`config.mk`:
```
export PLATFORM = sky130hd
export DESIGN_NAME = alu_ctrl_decode
export DESIGN_NICKNAME = d
export VERILOG_FILES = /design/src/rtl/alu_pkg.sv /design/src/rtl/dp_field_decode.sv /design/src/rtl/alu_ctrl_decode.sv
export SDC_FILE = /design/constraint.sdc
export NUM_CORES = 1
export LEC_CHECK = 0
export BUFFER_PORTS_ARGS = -buffer_cell sky130_fd_sc_hd__clkbuf_2
export CORE_MARGIN = 2
export CORE_UTILIZATION = 50
export CTS_BUF_LIST = sky130_fd_sc_hd__clkbuf_2 sky130_fd_sc_hd__clkbuf_4 sky130_fd_sc_hd__clkbuf_8
export DETAILED_ROUTE_END_ITERATION = 8
export PLACE_DENSITY = 0.88
export SYNTH_ARGS = -nofsm -noshare
export SYNTH_HDL_FRONTEND = slang
export SYNTH_SLANG_ARGS = --single-unit
```
`constraint.sdc`:
```
create_clock -name clk -period 5.3 [get_ports clk]
set_input_delay 0.265 -clock clk [delete_from_list [all_inputs] [get_ports clk]]
set_output_delay 0.265 -clock clk [all_outputs]
set_load 0.005 [all_outputs]
```
`src/rtl/alu_pkg.sv`:
```
// Shared ALU control codes, ARM data-processing opcodes, operand-select encodings
// and the decoded-instruction bundle passed from field decode to the ID/EX register.
package alu_pkg;

    localparam logic [3:0] ALU_NOP = 4'b0000;
    localparam logic [3:0] ALU_ADD = 4'b0001;
    localparam logic [3:0] ALU_SUB = 4'b0010;
    localparam logic [3:0] ALU_AND = 4'b0011;
    localparam logic [3:0] ALU_OR  = 4'b0100;
    localparam logic [3:0] ALU_SHL = 4'b1000;
    localparam logic [3:0] ALU_SHR = 4'b1001;

    localparam logic [3:0] OP_AND = 4'b0000;
    localparam logic [3:0] OP_SUB = 4'b0010;
    localparam logic [3:0] OP_ADD = 4'b0100;
    localparam logic [3:0] OP_CMP = 4'b1010;
    localparam logic [3:0] OP_ORR = 4'b1100;
    localparam logic [3:0] OP_MOV = 4'b1101;

    localparam logic [1:0] ASEL_RN   = 2'b00;
    localparam logic [1:0] ASEL_ZERO = 2'b01;
    localparam logic [1:0] ASEL_RM   = 2'b10;
    localparam logic       BSEL_RM   = 1'b0;
    localparam logic       BSEL_IMM  = 1'b1;

    typedef struct packed {
        logic [3:0] aluctrl;
        logic [1:0] a_sel;
        logic       b_sel;
        logic [3:0] rd;
        logic [3:0] rn;
        logic [3:0] rm;
        logic [3:0] cond;
        logic       reg_write;
        logic       set_flags;
        logic       is_dp;
        logic       illegal;
    } dec_t;

endpackage

```
`src/rtl/dp_field_decode.sv`:
```
// Combinational decode of one ARM-32 data-processing word into the dec_t bundle and immediate.
// Zero latency, no state; backpressure is handled entirely by the enclosing register stage.
module dp_field_decode
    import alu_pkg::*;
#(
    parameter int DATA_WIDTH = 32
) (
    input  logic [DATA_WIDTH-1:0] instr,
    output dec_t                  dec,
    output logic [DATA_WIDTH-1:0] imm
);

    logic                    i_bit;
    logic [3:0]              op;
    logic [7:0]              shf;
    logic [4:0]              shamt;
    logic [2*DATA_WIDTH-1:0] rot_dbl;
    logic [DATA_WIDTH-1:0]   imm8;
    logic                    legal;
    logic [3:0]              alu;
    logic                    wr;
    logic                    sf;

    assign i_bit = instr[25];
    assign op    = instr[24:21];
    assign shf   = instr[11:4];
    assign shamt = instr[11:7];
    assign imm8  = {{(DATA_WIDTH-8){1'b0}}, instr[7:0]};
    // Rotating a doubled copy right leaves the ROR result in the low half.
    assign rot_dbl = {imm8, imm8} >> {instr[11:8], 1'b0};

    always_comb begin
        dec       = '0;
        dec.rd    = instr[15:12];
        dec.rn    = instr[19:16];
        dec.rm    = instr[3:0];
        dec.cond  = instr[31:28];
        dec.is_dp = (instr[27:26] == 2'b00);
        dec.a_sel = ASEL_RN;
        dec.b_sel = i_bit ? BSEL_IMM : BSEL_RM;
        imm       = i_bit ? rot_dbl[DATA_WIDTH-1:0] : '0;
        legal     = 1'b1;
        alu       = ALU_NOP;
        wr        = 1'b1;
        sf        = instr[20];

        if (!i_bit && op != OP_MOV && shf != 8'd0) legal = 1'b0;

        case (op)
            OP_AND: alu = ALU_AND;
            OP_SUB: alu = ALU_SUB;
            OP_ADD: alu = ALU_ADD;
            OP_ORR: alu = ALU_OR;
            OP_CMP: begin
                alu = ALU_SUB;
                wr  = 1'b0;
                sf  = 1'b1;
            end
            OP_MOV: begin
                alu = ALU_OR;
                if (i_bit || shf == 8'd0) begin
                    dec.a_sel = ASEL_ZERO;
                end else if (!instr[4] && instr[6:5] == 2'b00) begin
                    alu       = ALU_SHL;
                    dec.a_sel = ASEL_RM;
                    dec.b_sel = BSEL_IMM;
                    imm       = {{(DATA_WIDTH-5){1'b0}}, shamt};
                end else if (!instr[4] && instr[6:5] == 2'b01) begin
                    // LSR #0 is the architectural encoding of LSR #32.
                    alu       = ALU_SHR;
                    dec.a_sel = ASEL_RM;
                    dec.b_sel = BSEL_IMM;
                    imm       = (shamt == 5'd0) ? DATA_WIDTH'(32)
                                                : {{(DATA_WIDTH-5){1'b0}}, shamt};
                end else begin
                    legal = 1'b0;
                end
            end
            default: legal = 1'b0;
        endcase

        if (!dec.is_dp) begin
            dec.aluctrl   = ALU_NOP;
            dec.reg_write = 1'b0;
            dec.set_flags = 1'b0;
            dec.illegal   = 1'b0;
        end else if (!legal) begin
            dec.aluctrl   = ALU_NOP;
            dec.reg_write = 1'b0;
            dec.set_flags = 1'b0;
            dec.illegal   = 1'b1;
        end else begin
            dec.aluctrl   = alu;
            dec.reg_write = wr;
            dec.set_flags = sf;
            dec.illegal   = 1'b0;
        end
    end

endmodule

```
`src/rtl/alu_ctrl_decode.sv`:
```
// ID-stage ALU control decode into a one-entry ID/EX register; 1-cycle latency, flush has priority.
// in_ready = !out_valid || out_ready; without acceptance and out_ready=0 the entry holds unchanged.
module alu_ctrl_decode
    import alu_pkg::*;
#(
    parameter int DATA_WIDTH = 32,
    parameter int CNT_W      = 16
) (
    input  logic                  clk,
    input  logic                  reset,
    input  logic                  in_valid,
    output logic                  in_ready,
    input  logic [DATA_WIDTH-1:0] instr,
    input  logic                  flush,
    output logic                  out_valid,
    input  logic                  out_ready,
    output logic [3:0]            aluctrl,
    output logic [1:0]            a_sel,
    output logic                  b_sel,
    output logic [DATA_WIDTH-1:0] imm,
    output logic [3:0]            rd,
    output logic [3:0]            rn,
    output logic [3:0]            rm,
    output logic [3:0]            cond,
    output logic                  reg_write,
    output logic                  set_flags,
    output logic                  is_dp,
    output logic                  illegal,
    output logic [CNT_W-1:0]      illegal_cnt
);

    dec_t                  dec_nxt;
    dec_t                  dec_q;
    logic [DATA_WIDTH-1:0] imm_nxt;
    logic [DATA_WIDTH-1:0] imm_q;
    logic                  accept;

    dp_field_decode #(.DATA_WIDTH(DATA_WIDTH)) u_dec (
        .instr (instr),
        .dec   (dec_nxt),
        .imm   (imm_nxt)
    );

    assign in_ready = !out_valid || out_ready;
    assign accept   = in_valid && in_ready && !flush;

    always_ff @(posedge clk or posedge reset) begin
        if (reset) begin
            out_valid   <= 1'b0;
            dec_q       <= '0;
            imm_q       <= '0;
            illegal_cnt <= '0;
        end else if (flush) begin
            out_valid <= 1'b0;
        end else if (accept) begin
            out_valid <= 1'b1;
            dec_q     <= dec_nxt;
            imm_q     <= imm_nxt;
            if (dec_nxt.illegal && illegal_cnt != {CNT_W{1'b1}})
                illegal_cnt <= illegal_cnt + CNT_W'(1);
        end else if (out_ready) begin
            out_valid <= 1'b0;
        end
    end

    assign aluctrl   = dec_q.aluctrl;
    assign a_sel     = dec_q.a_sel;
    assign b_sel     = dec_q.b_sel;
    assign imm       = imm_q;
    assign rd        = dec_q.rd;
    assign rn        = dec_q.rn;
    assign rm        = dec_q.rm;
    assign cond      = dec_q.cond;
    assign reg_write = dec_q.reg_write;
    assign set_flags = dec_q.set_flags;
    assign is_dp     = dec_q.is_dp;
    assign illegal   = dec_q.illegal;

endmodule

```
Word-level counts from Yosys, hierarchy flattened
Index checks and enable logic that the tools add are counted.
{"block": "word_totals", "out_inout_bits": 77, "inputBits": 37, "elab_cells": 81, "ff_bits": 76}
{"block": "op_classes", "n_reduce_logical": 24, "eq_ne": 8, "addsub": 1, "n_shift": 1, "muxes": 32, "n_bitwise": 1}
{"operator": "32-bit 2-to-1 mux", "count": 5}
{"operator": "40-bit by 5-bit >> shifter with 32-bit output", "count": 1}
{"operator": "4-bit 2-to-1 mux", "count": 5}
{"operator": "4-bit one-hot mux with 5 select lines", "count": 1}
{"operator": "16-bit by 1-bit adder with 16-bit output (second input constant)", "count": 1}
{"operator": "16-bit inequality test (second input constant)", "count": 1}
{"operator": "1-bit 2-to-1 mux", "count": 13}
{"operator": "4-bit equality test (second input constant)", "count": 3}
{"operator": "3-bit 2-to-1 mux", "count": 3}
{"operator": "8-bit zero test", "count": 1}
{"operator": "8-bit nonzero test", "count": 1}
{"operator": "1-bit logical AND", "count": 7}
{"operator": "2-bit 2-to-1 mux", "count": 3}
{"operator": "6-bit 2-to-1 mux", "count": 1}
{"operator": "5-bit zero test", "count": 1}
{"operator": "5-bit OR reduction", "count": 1}
{"operator": "4-bit by 2-bit equality test with 1-bit output (second input constant)", "count": 1}
{"operator": "4-bit by 3-bit equality test with 1-bit output (second input constant)", "count": 1}
{"operator": "1-bit zero test", "count": 4}
{"operator": "2-bit zero test", "count": 2}
{"operator": "4-bit zero test", "count": 1}
{"operator": "4-bit inequality test (second input constant)", "count": 1}
{"operator": "3-bit AND reduction", "count": 1}
{"operator": "3-bit nonzero test", "count": 1}
{"operator": "other kinds (6)", "count": 7}

Logic depth before layout (Yosys ltp)
{"block": "logic_depth", "word_depth": 12, "mapped_depth": 7, "depth_no_buf": 5}

By module
Synthesis repeated with hierarchy kept, for this count alone.
{"block": "hier_totals", "hier_cells": 353, "hier_area_um2": 4021.4}
{"mod": "alu_ctrl_decode", "area_each_um2": 3040.4, "cells_each": 200, "seq_area_each_um2": 1901.8, "instances": 1}
{"mod": "dp_field_decode", "area_each_um2": 980.9, "cells_each": 153, "seq_area_each_um2": 0.0, "instances": 1}

Worst setup path after synthesis
Ideal clock, no wire load.
{"block": "synth_path", "path_type": "flip-flop to flip-flop", "start": "reg out_valid", "end": "reg illegal_cnt[1]", "period_less_slack_ns": 1.640, "arrival_ns": 1.512, "t_required_ns": 5.172, "path_buffers": 1, "setup_slack_ns": 3.660, "setup_ns": 0.128, "path_stages_with_launch": 7, "path_cell_list": "dfrtp_1 nand2b_1 buf_2 nand2_2 nor3_2 nand3_1 mux2_1"}
{"block": "synth_between", "elab_chain_cells": 5}
{"element": "start: declaration", "line_no": "alu_ctrl_decode.sv:15", "rtl": "output logic out_valid,"}
{"element": "start signal: assignment", "line_no": "alu_ctrl_decode.sv:49", "rtl": "out_valid <= 1'b0;"}
{"element": "start signal: assignment", "line_no": "alu_ctrl_decode.sv:54", "rtl": "out_valid <= 1'b0;"}
{"element": "start signal: assignment", "line_no": "alu_ctrl_decode.sv:56", "rtl": "out_valid <= 1'b1;"}
{"element": "1-bit zero test", "line_no": "alu_ctrl_decode.sv:44", "rtl": "assign in_ready = !out_valid || out_ready;"}
{"element": "1-bit logical OR", "line_no": "alu_ctrl_decode.sv:44"}
{"element": "net in_ready", "line_no": "alu_ctrl_decode.sv:12", "rtl": "output logic in_ready,"}
{"element": "1-bit logical AND (2 in series)", "line_no": "alu_ctrl_decode.sv:45", "rtl": "assign accept = in_valid && in_ready && !flush;"}
{"element": "3-bit AND reduction (no source line)"}
{"element": "end signal: assignment", "line_no": "alu_ctrl_decode.sv:60", "rtl": "illegal_cnt <= illegal_cnt + CNT_W'(1);"}
{"element": "end: declaration", "line_no": "alu_ctrl_decode.sv:29", "rtl": "output logic [CNT_W-1:0] illegal_cnt"}
The timed path passes the listed nets, and every way through them passes these cells.
A chain may end at the register's enable or synchronous reset.

Worst setup path in the final report
{"block": "layout_path", "start": "reg out_valid", "end": "reg illegal_cnt[1]"}
{"block": "layout_between", "elab_chain_cells": 5}
{"element": "1-bit zero test", "line_no": "alu_ctrl_decode.sv:44"}
{"element": "1-bit logical OR", "line_no": "alu_ctrl_decode.sv:44"}
{"element": "1-bit logical AND (2 in series)", "line_no": "alu_ctrl_decode.sv:45"}
{"element": "3-bit AND reduction (no source line)"}
No other way between the ends.

==> impl_results.md <==
- Run status: completed
- CP Cell Sequence: nand2b_1 > nand2_2 > buf_4 > nor3_2 > nand3_1 > mux2_1
- DIE AREA: 7931 um^2
- Via-per-instance ratio: approximately 5.6
- Share of layout cells above drive strength 1: 0.3021
- Reg power frac: 0.508
- Main synth FF type: dfrtp_1
- Die Wd: 89.06 um
- Power Dens Cells: about 300 nW/um^2
- Post-cts sizing count: 0
- Overall Power: between 1 and 1.5 mW
- Largest stage delay on the critical path: slightly above 0.8 ns
- Worst setup SP type: flip-flop
- Final antenna-violating net count: 0
- Final Hold Viols: 0
- Gr ovfl total: 0
- Setup CP Type: reg -> reg
- Hold Buf Count CTS: 0
- Slowest-stage cell, CP: nor3_2
- Largest net degree at the start of global routing: 77
- Share of the clock period used by the worst path: 0.4785
- Top layer in use: met4
- Die Span Y: 89.06 um
- Leak: approximately 2.2 nW
- Cells after Synth: 370
- Core area: 7137 um^2
- RSZ-0062 raised after global routing: false
- Pins Over Slew Limit: 0
- CTS Buf Count: 9
- All-Layer GR Usage: 0.2290
- Clk pwr share: 0.328
- Syn Area/Cell: approximately 10 um^2
- Worst setup margin: around 2.8 ns
- Post-CTS setup buffers: 0
- Met1 wire length: approximately 3800 um
- TritonCTS clock tree: done
- Internal power: roughly 0.95 mW
- Clock Path Buffers: 2
- Global-route wire length before repair: between 10000 and 15000 um
- Filler cells: 627
- Area Growth Syn to Fin: 22.10%
- Initial antenna violation count: 0
- Required @ worst endpoint: 5.54 ns
- Max_slew headroom: 0.3014
- RD Place Congestion: ~0.83
- FF+latch count, synth: 76
- Share of the synthesized area in the top cell type: 0.5258
- Synthesized Nets: roughly 400
- Ys async rst share: 1.000
- Count of final setup violators: 0
- First-pass iteration count of the detailed router: 5
- Clock Latency Late Sink: around 0.35 ns
- CTS sink count: between 70 and 80
- Synth area leader: dfrtp_1
- Dpl ws: about 2.7 ns
- Drt drc: 0
- P_sw: approximately 0.37 mW
- Cell Area, Synth: around 3600 um^2
- ANT cells: 0
- Worst Tran Pin Value: ~1.0 ns
- Yosys warns: 0
- Minimum clock period: roughly 2.5 ns
- CP endpoint kind: flip-flop
- Post-DP HPWL: 6239 um
- Vias post-DR: between 3k and 4k
- Worst-path clk slew: about 0.08 ns
- VDD IR max: 0.1289 mV
- WP data arrival: around 2.8 ns
- Final net count: approximately 510
- Number of flops mapped to enable cells by yosys: 0
- Crit-path max FO: 64
- Vias in the first global route: 2884
- Post-synthesis cell type count: 47
- Sequential-to-total area share from yosys stat: 0.5258
- Synth area leaders: dfrtp_1 (53%), nand2_1 (9.7%), xnor2_1 (3.6%)
- Register Area: approximately 1900 um^2
- Final Skew: between 0.008 and 0.009 ns
- Final hold slack: 0.07777 ns
- Wire per inst: 15.26 um
- Met3 WL: approximately 580 um
- I/O Buffers: about 110
- Gate power share: 0.164
- Site Rows: 31
- Worst Hold Class: in -> reg
- Io pins: ~110
- Root Driver: clkbuf_8
- Sw Share: 0.2826
- Routed met2 length: ~4400 um
- Routed wire length: around 8800 um
- DR iter-0 viols: 270
- Initial core utilization: 0.5068
- Setup TNS: 0 ns
- Maxcap violations: 0
- Max Fclk: approximately 390 MHz
- Footprint of the multi-input gates: between 1500 and 2000 um^2
- Util after Layout: 0.6189
- H-tree levels: 3
registers in the layout, indices dropped and copies added (netlist names), 2 cells and up:
name,count
a_sel,2
aluctrl,4
cond,4
illegal_cnt,16
imm,32
rd,4
rm,4
rn,4
per-stage QoR:
stage                     cell area (um^2)  cells
after floorplan                       3617    370
after global placement                4223    563
after detailed placement              4223    563
after CTS                             4417    579
after global routing                  4417    579
final                                 4417    579
layer usage:
metal	up-vias	track usage
li1	1513	-
met1	1569	0.3181
met2	128	0.3609
met3	11	0.05263
met4	0	0.07056
met5	-	0
power groups by stage:
stage / Clock (mW) / Combinational (mW) / Sequential [mW]
final: 0.434 / 0.217 / 0.671
after global routing: 0.464 / 0.249 / 0.679
after CTS: 0.441 / 0.219 / 0.672
after detailed placement: 0 / 0.218 / 0.683
after global placement: 0 / 0.213 / 0.680
after floorplan: 0 / 0.115 / 0.682
cell usage after synthesis (all sizes together) (4+ instances only):
library cell  instances
and3                  6
and2                  5
nand4                13
mux2i                 6
nand2                94
o21ai                21
a31oi                 8
nand3                 8
a32oi                 6
buf                  11
nor2                 25
clkbuf               10
xnor2                15
nor3                  4
mux2                  6
a22o                 10
dfrtp                76
a21oi                 7
a221oi                4
a22oi                 6
nor2b                 4
critical path, delay by kind of cell, from the launching register on:
kind,cells,cell delay (ns)
buffers and inverters,1,0.32
DFF,1,0.39
muxes,1,0.38
and+or+nand+nor,4,1.33
cells in the final DEF (no fill, tap or decap), types with 4 or more instances in the layout:
cell,n
and3_1,6
nor2b_1,4
nand4_1,13
a31oi_1,8
dfrtp_1,76
clkbuf_8,9
nor2_1,24
a22oi_1,6
a21oi_1,7
a221oi_1,4
clkbuf_2,113
o21ai_1,5
nand3_1,8
o21ai_0,15
nand2_1,93
a32oi_1,6
and2_1,5
xnor2_1,15
mux2i_1,6
a22o_1,10
path summary, 6_finish.rpt:
| kind | startpoint | to | slack (ns) | cells after the start |
|---|---|---|---|---|
| max in group asynchronous | reset | imm[7] | 4.52 | 3 |
| min in group asynchronous | reset | illegal_cnt[3] | 0.18 | 3 |
| max | out_valid | illegal_cnt[1] | 2.76 | 6 |
| min reg2reg | a_sel[0] | a_sel[0] | 0.47 | 2 |
| min | flush | out_valid | 0.08 | 2 |
| max reg2reg | out_valid | illegal_cnt[1] | 2.76 | 6 |
final cells by class:
class / count / area share
clock buffers: 10 / 0.02975
clock inverters: 6 / 0.01416
inverters: 2 / 0.001700
multi-input cells: 271 / 0.3643
flip-flops and latches: 76 / 0.4306
well taps: 99 / 0.02805
repair buffers: 115 / 0.1314
cell families (layout without fill, tap and decap cells):
group,after synthesis,after routing,synth area share
muxes,12,12,0.03528
buffers and inverters,23,133,0.02940
AOI/OAI and AO/OA,71,71,0.1390
xor gates and xnor gates,15,15,0.03632
DFF,76,76,0.5258
and+or+nand+nor,172,172,0.2307
adders and majority gates,1,1,0.003458
(Power assumes the default switching activity.)
